$ cat config.mk
export PLATFORM = sky130hd
export DESIGN_NAME = ibex_rvfi_ext_trace_sequencer
export DESIGN_NICKNAME = d
export VERILOG_FILES = /design/src/rtl/ibex_rvfi_ext_trace_sequencer.sv
export SDC_FILE = /design/constraint.sdc
export NUM_CORES = 2
export LEC_CHECK = 0
export BUFFER_PORTS_ARGS = -buffer_cell sky130_fd_sc_hd__buf_2
export CAP_MARGIN = 0
export CELL_PAD_IN_SITES_DETAIL_PLACEMENT = 1
export CELL_PAD_IN_SITES_GLOBAL_PLACEMENT = 1
export CORE_AREA = 2 2 307 309
export CTS_BUF_LIST = sky130_fd_sc_hd__clkbuf_4
export CTS_CLUSTER_DIAMETER = 100
export DETAILED_ROUTE_END_ITERATION = 8
export DIE_AREA = 0 0 309 311
export PLACE_DENSITY_LB_ADDON = 0.1
export SETUP_SLACK_MARGIN = 0.05
export SLEW_MARGIN = 15
export SYNTH_ARGS = -nofsm -noshare
export SYNTH_HDL_FRONTEND = slang
export SYNTH_SLANG_ARGS = --single-unit
$ cat constraint.sdc
create_clock -name clk_i -period 3.6 [get_ports clk_i]
set_input_delay 0.72 -clock clk_i [delete_from_list [all_inputs] [get_ports clk_i]]
set_output_delay 0.72 -clock clk_i [all_outputs]
set_load 0.02 [all_outputs]
$ cat src/rtl/ibex_rvfi_ext_trace_sequencer.sv
`default_nettype none
// ============================================================================
// Module   : ibex_rvfi_ext_trace_sequencer
// Purpose  : Snapshots the RVFI extension sideband on each retired
//            instruction and serialises the snapshot as a fixed-format
//            record of 32-bit words on a valid/ready trace stream.
//            Record: HDR, MIP, MCYCLE_LO, MCYCLE_HI, then per counter
//            CNT_LO[i] (and CNT_HI[i] when INCLUDE_HIGH).
// Ports    : clk_i/rst_i           clock, synchronous active-high reset
//            enable_i              capture enable
//            rvfi_valid_i          capture strobe (instruction retired)
//            rvfi_ext_*_i          sideband snapshot inputs
//            trace_tdata_o/tvalid_o/tlast_o, trace_tready_i  trace stream
//            busy_o                record in flight
//            drop_total_o          saturating count of dropped captures
// Revision : 1.0  initial release
// ============================================================================
module ibex_rvfi_ext_trace_sequencer #(
    parameter int NUM_COUNTERS = 10,
    parameter bit INCLUDE_HIGH = 1'b1
) (
    input  logic             clk_i,
    input  logic             rst_i,
    input  logic             enable_i,
    input  logic             rvfi_valid_i,
    input  logic [31:0]      rvfi_ext_mip_i,
    input  logic [6:0]       rvfi_ext_flags_i,
    input  logic [63:0]      rvfi_ext_mcycle_i,
    input  logic [9:0][31:0] rvfi_ext_mhpmcounters_i,
    input  logic [9:0][31:0] rvfi_ext_mhpmcountersh_i,
    output logic [31:0]      trace_tdata_o,
    output logic             trace_tvalid_o,
    input  logic             trace_tready_i,
    output logic             trace_tlast_o,
    output logic             busy_o,
    output logic [15:0]      drop_total_o
);

    localparam int         c_REC_LEN  = 4 + NUM_COUNTERS * (INCLUDE_HIGH ? 2 : 1);
    // BODY index of the final word (word L-1 of the record)
    localparam logic [4:0] c_LAST_IDX = 5'(c_REC_LEN - 2);

    localparam logic [1:0] c_ST_IDLE = 2'd0;
    localparam logic [1:0] c_ST_HDR  = 2'd1;
    localparam logic [1:0] c_ST_BODY = 2'd2;

    logic [1:0]  r_state;
    logic [4:0]  r_idx;
    logic [7:0]  r_seq;
    logic [7:0]  r_win;
    logic [15:0] r_total;
    logic [31:0] r_hdr;
    logic [31:0] r_mip;
    logic [63:0] r_mcycle;
    logic [NUM_COUNTERS-1:0][31:0] r_cnt_lo;
    logic [NUM_COUNTERS-1:0][31:0] r_cnt_hi;

    logic        w_busy;
    logic        w_xfer;
    logic        w_last;
    logic        w_final;
    logic        w_strobe;
    logic        w_accept;
    logic        w_drop;
    logic [4:0]  w_k;
    logic [3:0]  w_sel;
    logic        w_hi;
    logic [31:0] w_word;
    logic        w_unused_cnt;

    assign w_busy   = (r_state != c_ST_IDLE);
    assign w_xfer   = w_busy && trace_tready_i;
    assign w_last   = (r_state == c_ST_BODY) && (r_idx == c_LAST_IDX);
    assign w_final  = w_last && w_xfer;
    assign w_strobe = rvfi_valid_i && enable_i;
    // A strobe coinciding with the final handshake starts the next record
    // without a bubble instead of being dropped.
    assign w_accept = w_strobe && (!w_busy || w_final);
    assign w_drop   = w_strobe && w_busy && !w_final;

    // Counter entries beyond NUM_COUNTERS (and high words when excluded)
    // are intentionally not consumed.
    assign w_unused_cnt = ^{rvfi_ext_mhpmcounters_i, rvfi_ext_mhpmcountersh_i};

    // Body word selection from the snapshot; index 0..2 are the fixed words.
    always_comb begin
        w_word = '0;
        w_k    = r_idx - 5'd3;
        w_sel  = '0;
        w_hi   = 1'b0;
        if (INCLUDE_HIGH) begin
            w_sel = w_k[4:1];
            w_hi  = w_k[0];
        end else begin
            w_sel = w_k[3:0];
        end
        case (r_idx)
            5'd0:    w_word = r_mip;
            5'd1:    w_word = r_mcycle[31:0];
            5'd2:    w_word = r_mcycle[63:32];
            default: begin
                for (int i = 0; i < NUM_COUNTERS; i++) begin
                    if (w_sel == 4'(i)) begin
                        w_word = w_hi ? r_cnt_hi[i] : r_cnt_lo[i];
                    end
                end
            end
        endcase
    end

    always_ff @(posedge clk_i) begin
        if (rst_i) begin
            r_state  <= c_ST_IDLE;
            r_idx    <= '0;
            r_seq    <= '0;
            r_win    <= '0;
            r_total  <= '0;
            r_hdr    <= '0;
            r_mip    <= '0;
            r_mcycle <= '0;
            r_cnt_lo <= '0;
            r_cnt_hi <= '0;
        end else begin
            if (w_accept) begin
                // Header is frozen at accept so the drop count reported is
                // the one accumulated up to this capture.
                r_hdr    <= {8'hA5, r_seq, r_win, rvfi_ext_flags_i, INCLUDE_HIGH};
                r_win    <= '0;
                r_mip    <= rvfi_ext_mip_i;
                r_mcycle <= rvfi_ext_mcycle_i;
                for (int i = 0; i < NUM_COUNTERS; i++) begin
                    r_cnt_lo[i] <= rvfi_ext_mhpmcounters_i[i];
                    r_cnt_hi[i] <= INCLUDE_HIGH ? rvfi_ext_mhpmcountersh_i[i] : 32'h0;
                end
                r_state  <= c_ST_HDR;
                r_idx    <= '0;
            end else begin
                case (r_state)
                    c_ST_HDR: begin
                        if (w_xfer) begin
                            r_state <= c_ST_BODY;
                            r_idx   <= '0;
                        end
                    end
                    c_ST_BODY: begin
                        if (w_xfer) begin
                            if (w_last) begin
                                r_state <= c_ST_IDLE;
                                r_idx   <= '0;
                            end else begin
                                r_idx <= r_idx + 5'd1;
                            end
                        end
                    end
                    default: r_state <= c_ST_IDLE;
                endcase
            end

            if ((r_state == c_ST_HDR) && w_xfer) begin
                r_seq <= r_seq + 8'd1;
            end

            if (w_drop) begin
                if (r_win != 8'hFF) begin
                    r_win <= r_win + 8'd1;
                end
                if (r_total != 16'hFFFF) begin
                    r_total <= r_total + 16'd1;
                end
            end
        end
    end

    assign trace_tdata_o  = (r_state == c_ST_HDR)  ? r_hdr  :
                            (r_state == c_ST_BODY) ? w_word : 32'h0;
    assign trace_tvalid_o = w_busy;
    assign trace_tlast_o  = w_last;
    assign busy_o         = w_busy;
    assign drop_total_o   = r_total;

endmodule
`default_nettype wire

==> impl_metrics.csv <==
group,metric,value,unit
synth,avgSynthCellArea,7.842,um^2
critical_path,crit_path_end,"trace_tdata_o[22]",
floorplan,initial_core_util,38.43,%
floorplan,core_area,92770,um^2
finish,final_common_cell,"nand2_1",
global_route,grt_pass1_wl,301200,um
clock_tree,root_buffer,"clkbuf_4",
placement,post-place-ws,-0.4669,ns
synth,synth_top_cell_area_share,44.87,%
timing,maxSlewHeadroom,35.04,%
detailed_routing,num_vias,44233,
detailed_routing,drt_iter0_markers,4065,
pwr,fin_total_pwr,21.42,mW
detailed_routing,post-route-drc-count,0,
synth,syn_area,35650,um^2
placement,hpwl,130000,um
placement,portBuffers,798,
clock_tree,ctsLongestPathBuffers,3,
clock_tree,cts_sinks,799,
critical_path,r2r_slack,-0.49,ns
finish,nets,6998,
synth,ys_ff_latch,799,
clock_tree,insertion_delay,1.20,ns
synth,synthFlopType,"dfxtp_1",
finish,final_cell_mix,"1625 x nand2_1, 879 x a21oi_1, 795 x dfxtp_1",
floorplan,io_pins,799,
timing,worst_slack,-1.066,ns
timing,tightestPinTransition,0.9744,ns
detailed_routing,detail-route-antenna-nets,0,
synth,synth_nets,5301,
synth,syn_inst,4546,
placement,placed_cell_area,42300,um^2
critical_path,crit_type,"flip-flop to output port",
finish,design_area,54800,um^2
detailed_routing,dr.pass1.iters,6,
placement,gp_congestion,0.9345,
clock_tree,clk_pin_slew,0.08,ns
finish,instances_no_fill,7738,
timing,fin_setup_tns,-30.21,ns
synth,yosysWarnings,0,
global_route,grt_pass1_vias,46104,
floorplan,die_height,311,um
clock_tree,htreeDepth,4,
timing,slew_viol_final,0,
critical_path,startpoint,"r_idx[0]",
global_route,antenna_found_initial,78,
synth,synth.largest_area_cell,"dfxtp_1",
floorplan,rows,112,
timing,fin_crit_sh,129.6,%
pwr,pwr_density_cell,390.9,nW/um^2
min_path,min_from,"rst_i",
synth,synth-edff-count,0,
timing,fmaxAchievable,0.2143,GHz
placement,placed_cells,6486,
critical_path,reg2reg_from,"r_idx[0]",
floorplan,die_w,309,um
critical_path,cp.arrival,3.95,ns
pwr,vdd_ir_drop_max,0.2801,mV
critical_path,r2r_cells,14,
detailed_routing,route.detailed.wl_per_inst,27.90,um
detailed_routing,wl,215900,um
finish,fill_cells,11205,
timing,finalSetupViolCount,35,
clock_tree,tritoncts,"built",
critical_path,cp-start-kind,"flip-flop",
synth,yosysSeqAreaShare,44.87,%
status,violations,"negative setup slack",
critical_path,crit_fanout,6,
critical_path,r2r-end,"r_cnt_lo[139]",
clock_tree,numCtsBuffers,212,
detailed_routing,via_per_inst,5.716,
run,maxCapViolations,0,
synth,async_flop_share,0,%
finish,drive_above_1_share,27.53,%
min_path,min_path_type,"input port to flip-flop",
global_route,grt_max_degree,114,
pwr,p_leak,20.97,nW
timing,fin_skew,0.09178,ns
critical_path,cp.required,2.88,ns
synth,synth_area_leaders,"dfxtp_1 45%, nand2_1 17%, a21oi_1 13%",
status,status,"complete, but fails checks",
finish,area_growth,53.72,%
timing,finalHoldViolCount,0,
synth,synth.distinct_cells,75,
timing,rsz0062_at_grt,"yes",
critical_path,setup.worst_path.end_class,"output port",
global_route,grt_usage,42.20,%
global_route,grt.overflow.total,0,
timing,min_period,4.666,ns
floorplan,die-area,96100,um^2
-- kinds of logic after synthesis --
family | synth area share, %
AND/OR/NAND/NOR | 20.22
buffers and inverters | 5.159
XOR/XNOR | 0.5615
adder cells (fa/ha/maj) | 0.2457
AO/OA/AOI/OAI | 19.13
flip-flops | 44.87
multiplexers | 9.820
-- stage by stage --
step / hold WS [ns] / utilization [%]
2_1_floorplan: 0.4329 / -
3_3_place_gp: 0.4381 / 45.60
3_5_place_dp: 0.4456 / 45.60
4_1_cts: 0.06216 / 58.16
5_1_grt: 0.1609 / 59.04
6_report: 0.1603 / 59.08
-- metal layers --
metal,track usage [%],vias to the layer above,part of all wire [%]
met5,0,-,0.10
met1,49.03,21540,38
met3,11.31,1003,9.0
met4,30.11,34,8.1
met2,67.01,2578,45
li1,-,19078,-
-- registers in the layout, summed over array words and instances (netlist names) --
signal and count:
r_cnt_lo 320, r_mcycle 64, r_mip 32, r_state 2
r_idx 5, r_hdr 24, r_seq 8, r_win 8
drop_total_o 16, r_cnt_hi 320
-- what timing repair did --
action | CTS | global route
pin swaps | 54 | 55
hold buffers | 744 | 0
hold endpoints to repair | 744 | 0
endpoints found under the setup margin | 194 | 151
gates resized for setup | 216 | 93
buffers inserted | 24 | 17
cloned | 9 | 7
-- where the power goes --
| group | internal, mW | switching [mW] |
|---|---|---|
| sequential | 9.25 | 0.302 |
| combinational | 1.44 | 1.79 |
| clock | 4.32 | 4.32 |
-- critical path, cell delays in order (launching register included) --
cell and delay, ns:
dfxtp_4 0.36, ha_4 0.18, buf_6 0.13, xor2_4 0.24
buf_12 0.19, buf_16 0.13, mux2i_1 0.23, o22a_1 0.18
a31oi_2 0.12, o211ai_1 0.54, a41oi_2 0.29, buf_6 0.23
-- synth_stat cells, types with 34 or more instances --
cell / number
nand2_1: 1633
a21oi_1: 900
dfxtp_1: 799
buf_2: 178
clkbuf_1: 166
mux2i_1: 148
o21ai_0: 86
mux2_2: 82
nand3_1: 62
nor2_1: 50
mux4_2: 48
a22oi_1: 34
-- cell type report --
| type | instances | area (um^2) | share of cell area, % |
|---|---|---|---|
| Multi-Input combinational cell | 3360 | 18970 | 34.62 |
| Sequential cell | 799 | 16010 | 29.20 |
| Timing Repair Buffer | 1861 | 15280 | 27.88 |
| Clock buffer | 334 | 2507 | 4.575 |
| Tap cell | 1254 | 1569 | 2.863 |
| Clock inverter | 40 | 234.0 | 0.4269 |
| Antenna cell | 81 | 202.7 | 0.3699 |
| Inverter | 9 | 35.03 | 0.06393 |
-- how the worst min path moves through the flow --
stage | end | slack, ns | depth (start not counted)
after floorplan | r_cnt_hi[0] | 0.43 | 2
after global placement | r_cnt_lo[194] | 0.44 | 2
after detailed placement | r_cnt_lo[148] | 0.45 | 2
after CTS | r_cnt_hi[315] | 0.06 | 2
after global routing | r_cnt_hi[290] | 0.16 | 2
final | r_cnt_hi[290] | 0.16 | 2
Note: power is estimated with default switching activity, not from simulation.
